$ cat config.mk
export PLATFORM = sky130hd
export DESIGN_NAME = multicycle_ctrl_fsm
export DESIGN_NICKNAME = d
export VERILOG_FILES = /design/src/rtl/ctrl_pkg.sv /design/src/rtl/mem_wait_timer.sv /design/src/rtl/multicycle_ctrl_fsm.sv
export SDC_FILE = /design/constraint.sdc
export NUM_CORES = 1
export LEC_CHECK = 0
export CORE_AREA = 2 2 45 47
export CTS_CLUSTER_DIAMETER = 120
export DETAILED_ROUTE_END_ITERATION = 10
export DIE_AREA = 0 0 47 49
export PLACE_DENSITY = 0.75
export SYNTH_ARGS = -nofsm -noshare
export SYNTH_HDL_FRONTEND = slang
export SYNTH_SLANG_ARGS = --single-unit
$ cat constraint.sdc
create_clock -name clk_i -period 1.98 [get_ports clk_i]
set_clock_uncertainty 0.05 [all_clocks]
set_input_delay 0.495 -clock clk_i [delete_from_list [all_inputs] [get_ports clk_i]]
set_output_delay 0.495 -clock clk_i [all_outputs]
set_load 0.02 [all_outputs]
$ cat src/rtl/ctrl_pkg.sv
// ---------------------------------------------------------------------------
// ctrl_pkg
// Shared definitions for the multi-cycle RV32I control path:
//   - supported opcode constants
//   - controller state enumeration
//   - encodings of the result / ALU-A / ALU-B / alu_op / imm_src selects
//   - opcode helpers (legality check, immediate-format decode)
// ---------------------------------------------------------------------------
package ctrl_pkg;

  localparam logic [6:0] OP_LOAD   = 7'b0000011;
  localparam logic [6:0] OP_STORE  = 7'b0100011;
  localparam logic [6:0] OP_RTYPE  = 7'b0110011;
  localparam logic [6:0] OP_IALU   = 7'b0010011;
  localparam logic [6:0] OP_BRANCH = 7'b1100011;
  localparam logic [6:0] OP_JAL    = 7'b1101111;

  typedef enum logic [3:0] {
    FETCH,
    DECODE,
    MEMADR,
    MEMREAD,
    MEMWB,
    MEMWRITE,
    EXECR,
    EXECI,
    ALUWB,
    BRANCH,
    JAL,
    TRAP
  } state_t;

  typedef enum logic [1:0] {
    RES_ALUOUT    = 2'b00,
    RES_DATA      = 2'b01,
    RES_ALURESULT = 2'b10
  } result_src_t;

  typedef enum logic [1:0] {
    SRCA_PC    = 2'b00,
    SRCA_OLDPC = 2'b01,
    SRCA_RS1   = 2'b10
  } src_a_t;

  typedef enum logic [1:0] {
    SRCB_RS2  = 2'b00,
    SRCB_IMM  = 2'b01,
    SRCB_FOUR = 2'b10
  } src_b_t;

  typedef enum logic [1:0] {
    ALUOP_ADD   = 2'b00,
    ALUOP_SUB   = 2'b01,
    ALUOP_FUNCT = 2'b10
  } alu_op_t;

  typedef enum logic [1:0] {
    IMM_I = 2'b00,
    IMM_S = 2'b01,
    IMM_B = 2'b10,
    IMM_J = 2'b11
  } imm_src_t;

  function automatic logic op_is_legal(input logic [6:0] op);
    logic legal;
    case (op)
      OP_LOAD, OP_STORE, OP_RTYPE, OP_IALU, OP_BRANCH, OP_JAL: legal = 1'b1;
      default:                                                 legal = 1'b0;
    endcase
    return legal;
  endfunction

  // Loads, I-ALU and anything unsupported fall back to the I format.
  function automatic imm_src_t imm_src_of(input logic [6:0] op);
    imm_src_t fmt;
    case (op)
      OP_STORE:  fmt = IMM_S;
      OP_BRANCH: fmt = IMM_B;
      OP_JAL:    fmt = IMM_J;
      default:   fmt = IMM_I;
    endcase
    return fmt;
  endfunction

endpackage

$ cat src/rtl/mem_wait_timer.sv
// ---------------------------------------------------------------------------
// mem_wait_timer
// Counts consecutive memory wait cycles of one access and flags the wait
// cycle in which the count reaches WAIT_MAX.
//   clk_i      in  clock
//   rst_n_i    in  asynchronous active-low reset
//   clr_i      in  clear the count (controller is entering a new state)
//   en_i       in  a wait cycle: memory state with ready low
//   expired_o  out this wait cycle is the WAIT_MAX-th one
// Only instantiated for WAIT_MAX > 0.
// ---------------------------------------------------------------------------
module mem_wait_timer #(
  parameter int unsigned WAIT_MAX = 4
) (
  input  logic clk_i,
  input  logic rst_n_i,
  input  logic clr_i,
  input  logic en_i,
  output logic expired_o
);

  localparam int unsigned CW = (WAIT_MAX > 1) ? $clog2(WAIT_MAX) : 1;
  localparam logic [CW-1:0] LAST = CW'(WAIT_MAX - 1);

  logic [CW-1:0] r_cnt;

  // Saturates at LAST: the controller leaves the memory state on expiry.
  always_ff @(posedge clk_i or negedge rst_n_i) begin
    if (!rst_n_i) begin
      r_cnt <= '0;
    end else if (clr_i) begin
      r_cnt <= '0;
    end else if (en_i && (r_cnt != LAST)) begin
      r_cnt <= r_cnt + CW'(1);
    end
  end

  // Gated by en_i, so a ready in the limit cycle completes the access.
  assign expired_o = en_i && (r_cnt == LAST);

endmodule

$ cat src/rtl/multicycle_ctrl_fsm.sv
// ---------------------------------------------------------------------------
// multicycle_ctrl_fsm
// Moore controller sequencing the shared multi-cycle RV32I datapath
// (one memory port, one ALU, IR/OldPC/ALUOut/Data registers).
// Parameters:
//   ILLEGAL_TRAP  1: unsupported opcode parks in TRAP; 0: retires as NOP
//   WAIT_MAX      max mem_ready_i wait cycles per access; 0 = no timeout
// Ports:
//   clk_i, rst_n_i        clock, asynchronous active-low reset
//   op_i, funct3_i        opcode / funct3 from IR (funct3_i[0]: beq/bne)
//   zero_i                ALU zero flag
//   mem_ready_i           memory completes the current access
//   mem_req_o/mem_write_o memory request / write strobe
//   adr_src_o             0 = PC, 1 = ALUOut
//   ir_write_o            IR and OldPC load enable
//   pc_write_o            PC load enable
//   reg_write_o           register-file write enable
//   result_src_o          00 ALUOut, 01 Data, 10 ALUResult
//   alu_src_a_o           00 PC, 01 OldPC, 10 rs1
//   alu_src_b_o           00 rs2, 01 ImmExt, 10 constant 4
//   alu_op_o              00 add, 01 sub, 10 funct-decoded
//   imm_src_o             I 00, S 01, B 10, J 11 (decoded from op_i)
//   retire_o              pulse on the last cycle of each instruction
//   illegal_o, timeout_o  unsupported opcode / memory wait timeout
// ---------------------------------------------------------------------------
module multicycle_ctrl_fsm
  import ctrl_pkg::*;
#(
  parameter bit          ILLEGAL_TRAP = 1'b1,
  parameter int unsigned WAIT_MAX     = 0
) (
  input  logic       clk_i,
  input  logic       rst_n_i,
  input  logic [6:0] op_i,
  input  logic [2:0] funct3_i,
  input  logic       zero_i,
  input  logic       mem_ready_i,
  output logic       mem_req_o,
  output logic       mem_write_o,
  output logic       adr_src_o,
  output logic       ir_write_o,
  output logic       pc_write_o,
  output logic       reg_write_o,
  output logic [1:0] result_src_o,
  output logic [1:0] alu_src_a_o,
  output logic [1:0] alu_src_b_o,
  output logic [1:0] alu_op_o,
  output logic [1:0] imm_src_o,
  output logic       retire_o,
  output logic       illegal_o,
  output logic       timeout_o
);

  state_t r_state;
  state_t w_state_nxt;
  logic   r_illegal;
  logic   r_timeout;
  logic   w_legal;
  logic   w_in_mem;
  logic   w_wait;
  logic   w_state_change;
  logic   w_expired;
  logic   w_unused_funct3;

  assign w_legal         = op_is_legal(op_i);
  assign w_in_mem        = (r_state == FETCH) || (r_state == MEMREAD) ||
                           (r_state == MEMWRITE);
  assign w_wait          = w_in_mem && !mem_ready_i;
  assign w_state_change  = (w_state_nxt != r_state);
  assign w_unused_funct3 = ^funct3_i[2:1];

  // -------------------------------------------------------------------------
  // Memory wait timeout
  // -------------------------------------------------------------------------
  if (WAIT_MAX > 0) begin : g_timer
    mem_wait_timer #(
      .WAIT_MAX (WAIT_MAX)
    ) u_timer (
      .clk_i     (clk_i),
      .rst_n_i   (rst_n_i),
      .clr_i     (w_state_change),
      .en_i      (w_wait),
      .expired_o (w_expired)
    );
  end else begin : g_no_timer
    logic w_unused_timer;
    assign w_unused_timer = w_wait ^ w_state_change;
    assign w_expired      = 1'b0;
  end

  // -------------------------------------------------------------------------
  // Next state
  // -------------------------------------------------------------------------
  always_comb begin
    w_state_nxt = r_state;
    case (r_state)
      FETCH: begin
        if (mem_ready_i)    w_state_nxt = DECODE;
        else if (w_expired) w_state_nxt = TRAP;
      end
      DECODE: begin
        case (op_i)
          OP_LOAD, OP_STORE: w_state_nxt = MEMADR;
          OP_RTYPE:          w_state_nxt = EXECR;
          OP_IALU:           w_state_nxt = EXECI;
          OP_BRANCH:         w_state_nxt = BRANCH;
          OP_JAL:            w_state_nxt = JAL;
          default:           w_state_nxt = ILLEGAL_TRAP ? TRAP : FETCH;
        endcase
      end
      MEMADR:   w_state_nxt = (op_i == OP_STORE) ? MEMWRITE : MEMREAD;
      MEMREAD: begin
        if (mem_ready_i)    w_state_nxt = MEMWB;
        else if (w_expired) w_state_nxt = TRAP;
      end
      MEMWB:    w_state_nxt = FETCH;
      MEMWRITE: begin
        if (mem_ready_i)    w_state_nxt = FETCH;
        else if (w_expired) w_state_nxt = TRAP;
      end
      EXECR:    w_state_nxt = ALUWB;
      EXECI:    w_state_nxt = ALUWB;
      ALUWB:    w_state_nxt = FETCH;
      BRANCH:   w_state_nxt = FETCH;
      JAL:      w_state_nxt = ALUWB;
      TRAP:     w_state_nxt = TRAP;
      default:  w_state_nxt = FETCH;
    endcase
  end

  // -------------------------------------------------------------------------
  // State and sticky fault flags
  // -------------------------------------------------------------------------
  always_ff @(posedge clk_i or negedge rst_n_i) begin
    if (!rst_n_i) begin
      r_state   <= FETCH;
      r_illegal <= 1'b0;
      r_timeout <= 1'b0;
    end else begin
      r_state <= w_state_nxt;
      if ((r_state == DECODE) && (w_state_nxt == TRAP)) r_illegal <= 1'b1;
      if (w_expired)                                    r_timeout <= 1'b1;
    end
  end

  // -------------------------------------------------------------------------
  // Output decode. Gated by rst_n_i so that every output is low during
  // reset while the state already sits in FETCH; the first request then
  // appears in the first cycle after release.
  // -------------------------------------------------------------------------
  always_comb begin
    mem_req_o    = 1'b0;
    mem_write_o  = 1'b0;
    adr_src_o    = 1'b0;
    ir_write_o   = 1'b0;
    pc_write_o   = 1'b0;
    reg_write_o  = 1'b0;
    result_src_o = RES_ALUOUT;
    alu_src_a_o  = SRCA_PC;
    alu_src_b_o  = SRCB_RS2;
    alu_op_o     = ALUOP_ADD;
    imm_src_o    = IMM_I;
    retire_o     = 1'b0;
    illegal_o    = 1'b0;
    timeout_o    = 1'b0;
    if (rst_n_i) begin
      imm_src_o = imm_src_of(op_i);
      illegal_o = r_illegal;
      timeout_o = r_timeout;
      case (r_state)
        FETCH: begin
          mem_req_o    = 1'b1;
          alu_src_a_o  = SRCA_PC;
          alu_src_b_o  = SRCB_FOUR;
          alu_op_o     = ALUOP_ADD;
          result_src_o = RES_ALURESULT;
          ir_write_o   = mem_ready_i;
          pc_write_o   = mem_ready_i;
        end
        DECODE: begin
          alu_src_a_o = SRCA_OLDPC;
          alu_src_b_o = SRCB_IMM;
          alu_op_o    = ALUOP_ADD;
          illegal_o   = !w_legal;
          retire_o    = !w_legal && !ILLEGAL_TRAP;
        end
        MEMADR: begin
          alu_src_a_o = SRCA_RS1;
          alu_src_b_o = SRCB_IMM;
          alu_op_o    = ALUOP_ADD;
        end
        MEMREAD: begin
          mem_req_o    = 1'b1;
          adr_src_o    = 1'b1;
          result_src_o = RES_ALUOUT;
        end
        MEMWB: begin
          result_src_o = RES_DATA;
          reg_write_o  = 1'b1;
          retire_o     = 1'b1;
        end
        MEMWRITE: begin
          mem_req_o   = 1'b1;
          mem_write_o = 1'b1;
          adr_src_o   = 1'b1;
          retire_o    = mem_ready_i;
        end
        EXECR: begin
          alu_src_a_o = SRCA_RS1;
          alu_src_b_o = SRCB_RS2;
          alu_op_o    = ALUOP_FUNCT;
        end
        EXECI: begin
          alu_src_a_o = SRCA_RS1;
          alu_src_b_o = SRCB_IMM;
          alu_op_o    = ALUOP_FUNCT;
        end
        ALUWB: begin
          result_src_o = RES_ALUOUT;
          reg_write_o  = 1'b1;
          retire_o     = 1'b1;
        end
        BRANCH: begin
          alu_src_a_o  = SRCA_RS1;
          alu_src_b_o  = SRCB_RS2;
          alu_op_o     = ALUOP_SUB;
          result_src_o = RES_ALUOUT;
          pc_write_o   = zero_i ^ funct3_i[0];
          retire_o     = 1'b1;
        end
        JAL: begin
          alu_src_a_o  = SRCA_OLDPC;
          alu_src_b_o  = SRCB_FOUR;
          alu_op_o     = ALUOP_ADD;
          result_src_o = RES_ALUOUT;
          pc_write_o   = 1'b1;
        end
        default: ;
      endcase
    end
  end

endmodule

==> flow_summary.ini <==
[status]
status = complete, but fails checks
violations = setup timing

[cts]
cts_tree = built
path_clk_slew_ns = 0.05
clockBufferDepth = 2
h-tree-depth = 1
clkLatencyLatePin_ns = 0.24
clock_sinks = 5
cts_root_buf = clkbuf_4
cts_made_buffers = 3
postCtsHoldBufs = 0

[route]
drtAntennaViolNets = 0
avgViaCountPerCell = 5.262
first_iter_violations = 29
first_pass_iters = 4
drc = 0
wirelength_um = 2905
vias = 1063
wl_per_cell_um = 14.38

[logic_synthesis]
synth_cell_types = 39
ys_seq_area_share_pct = 18.48
synth_commonest_cells = nor2_1, a21oi_1, nand2_1, nor3_1
netlist_area_um2 = 676.9
synth_top_area_share_pct = 18.48
synthMostInstantiatedCell = nor2_1
synth_area_leader_cell = dfrtp_1
netlist_instances = 98
avgSynthCellArea_um2 = 6.907
synth_fp_nets = 112
netlist_top_cells_area = dfrtp_1, nor2_1, a21oi_1
yosysWarningCount = 0
synth_seq_cells = 5
yosys_most_used_dff = dfrtp_1
synth_edf_count = 0
synthArstFlopShare_pct = 100.0

[pwr]
combinationalPowerShare_pct = 84.3
power_density_mw_per_mm2 = 1281
ir_worst_vdd_uv = 798.7
power.share.sequential_pct = 9.2
clockPowerShare_pct = 6.5
switchingPower_uw = 805.4
p_leak_uw = 0.0007141
internal-power_uw = 1047
totalPowerFinal_uw = 1853
sw_frac_of_total_pct = 43.47

[timing]
setup_slack_ns = -0.09322
hold_violations = 0
tns_ns = -0.4991
slew_violations = 0
fin_crit_ns = 2.073
setup_viol = 8
period_share_pct = 104.7
max_freq_ghz = 0.4823
grt_setup_unrepaired = yes

[worst_setup_path]
max_stage_delay_ns = 0.40
cp_max_fo = 2
cp_data_required_time_ns = 1.43
cpLargestDelayFamily = simple AND/OR/NAND/NOR gates
path_buf_inv = 2
path_class = input pin to output port
path_cells = clkdlybuf4s15_2, nand2b_4, a2111oi_4, or3_4, a21boi_2, buf_4
endpoint_kind = output port
cp.arrival_ns = 1.53
worstRegToRegCells = 7
r2r_slack_ns = 0.38
rr_endpoint = r_state[2]
critPathSlowestCell = or3_4
cp.depth = 6
critical_path.startpoint_type = input pin
reg2reg_from = r_state[1]

[placement]
dp_hpwl_um = 1833
gp_congestion = 0.8357
io_buffer_count = 29

[floorplan]
die_h_um = 49
initial_core_util_pct = 36.75
pin_count = 33
row_count = 16
dieArea_mm2 = 0.002303
die_w_um = 47
core_area_mm2 = 0.001842

[grt]
grt_start_max_net_pins = 13
gr-usage-all-layers_pct = 24.89
antenna_found_initial = 0
grt_pass1_vias = 1072
grt_overflow = 0
grt_pass1_wl_um = 4347

[flow_run]
maxCapViolations = 0

[finish]
layout-drive-gt1-share_pct = 62.86
layout-area-overhead-vs-synth_pct = 113.7
fin_nets = 190
fillers = 144
antennaDiodeCount = 0

[hold_path]
hp-class = input pin to asynchronous set/reset pin
[worst max-delay path by stage]
stage	from	to	slack [ns]
5_1_grt	r_state[0]	alu_src_a_o[0]	-0.15
4_1_cts	r_state[1]	mem_req_o	-0.12
2_1_floorplan	rst_n_i	ir_write_o	0.06
3_5_place_dp	op_i[4]	illegal_o	-0.90
6_report	op_i[5]	illegal_o	-0.09
3_3_place_gp	op_i[4]	illegal_o	-0.86
[through the flow]
| step | worst slack [ns] | instances | utilization [%] | area (µm²) | hold WS [ns] |
|---|---|---|---|---|---|
| floorplan | 0.05590 | 98 | - | 688.2 | 0.1494 |
| global placement | -0.8639 | 185 | 68.48 | 1261 | 0.4054 |
| detailed placement | -0.8950 | 185 | 68.48 | 1261 | 0.4204 |
| CTS | -0.1203 | 197 | 74.18 | 1366 | 0.4342 |
| global route | -0.1523 | 202 | 78.53 | 1446 | 0.3438 |
| finish | -0.09322 | 202 | 78.53 | 1446 | 0.3181 |
[layout by cell type, fill, tap and decap left out, drive strengths merged, types with 2 or more instances in the layout]
| cell | Yosys | layout |
|---|---|---|
| a21oi | 7 | 7 |
| a22oi | 3 | 3 |
| and2 | 2 | 2 |
| and2b | 2 | 2 |
| and3 | 2 | 2 |
| buf | 5 | 71 |
| clkbuf | 2 | 9 |
| dfrtp | 5 | 5 |
| dlygate4sd2 | 0 | 3 |
| inv | 3 | 3 |
| nand2 | 8 | 8 |
| nand2b | 5 | 5 |
| nand3 | 3 | 3 |
| nand4 | 2 | 2 |
| nor2 | 12 | 12 |
| nor2b | 4 | 4 |
| nor3 | 7 | 7 |
| o21ai | 3 | 3 |
| or3 | 4 | 4 |
| xnor2 | 2 | 2 |
| xor2 | 3 | 3 |
[registers in the layout, indices dropped and copies added (netlist names)]
signal,flops
r_state,4
r_illegal,1
[power by group through the flow]
stage	Sequential (µW)	Combinational [µW]	Clock, µW
after floorplan	166	632	0
after global routing	175	1660	126
after CTS	163	1330	122
after global placement	156	1190	0
after detailed placement	159	1200	0
final	171	1560	121
[metal layers]
layer	part of all wire [%]	vias up	track usage, %
met5	0	-	0
met4	1.3	0	9.259
met3	4.0	4	2.593
met2	54	32	46.35
met1	41	524	26.88
li1	-	503	-
[timing repair]
action | in CTS | in global routing
setup buffers | 8 | 4
resized for setup | 113 | 41
pin swaps | 9 | 15
cloned | 0 | 1
setup endpoints to repair | 18 | 18
[worst min-delay path, cell delays in order]
cell	delay [ns]
clkbuf_2	0.16
buf_4	0.15
buf_4	0.14
[cell type report]
| class | instances | area [µm²] | area share [%] |
|---|---|---|---|
| Clock buffer | 4 | 26.28 | 1.817 |
| Inverter | 3 | 13.76 | 0.9516 |
| Multi-Input combinational cell | 83 | 620.6 | 42.91 |
| Sequential cell | 5 | 125.1 | 8.651 |
| Tap cell | 27 | 33.78 | 2.336 |
| Timing Repair Buffer | 80 | 626.9 | 43.34 |
[kinds of logic (layout without fill, tap and decap cells)]
logic type | Yosys count | count (layout) | synth area share, %
other cells | 1 | 1 | 0.5540
simple gates | 55 | 55 | 43.99
mux | 1 | 1 | 1.479
buf+inv | 10 | 87 | 7.023
xor+xnor | 5 | 5 | 6.471
compound gates | 21 | 21 | 22.00
flops | 5 | 5 | 18.48
Power figures use the tool's default switching activity.
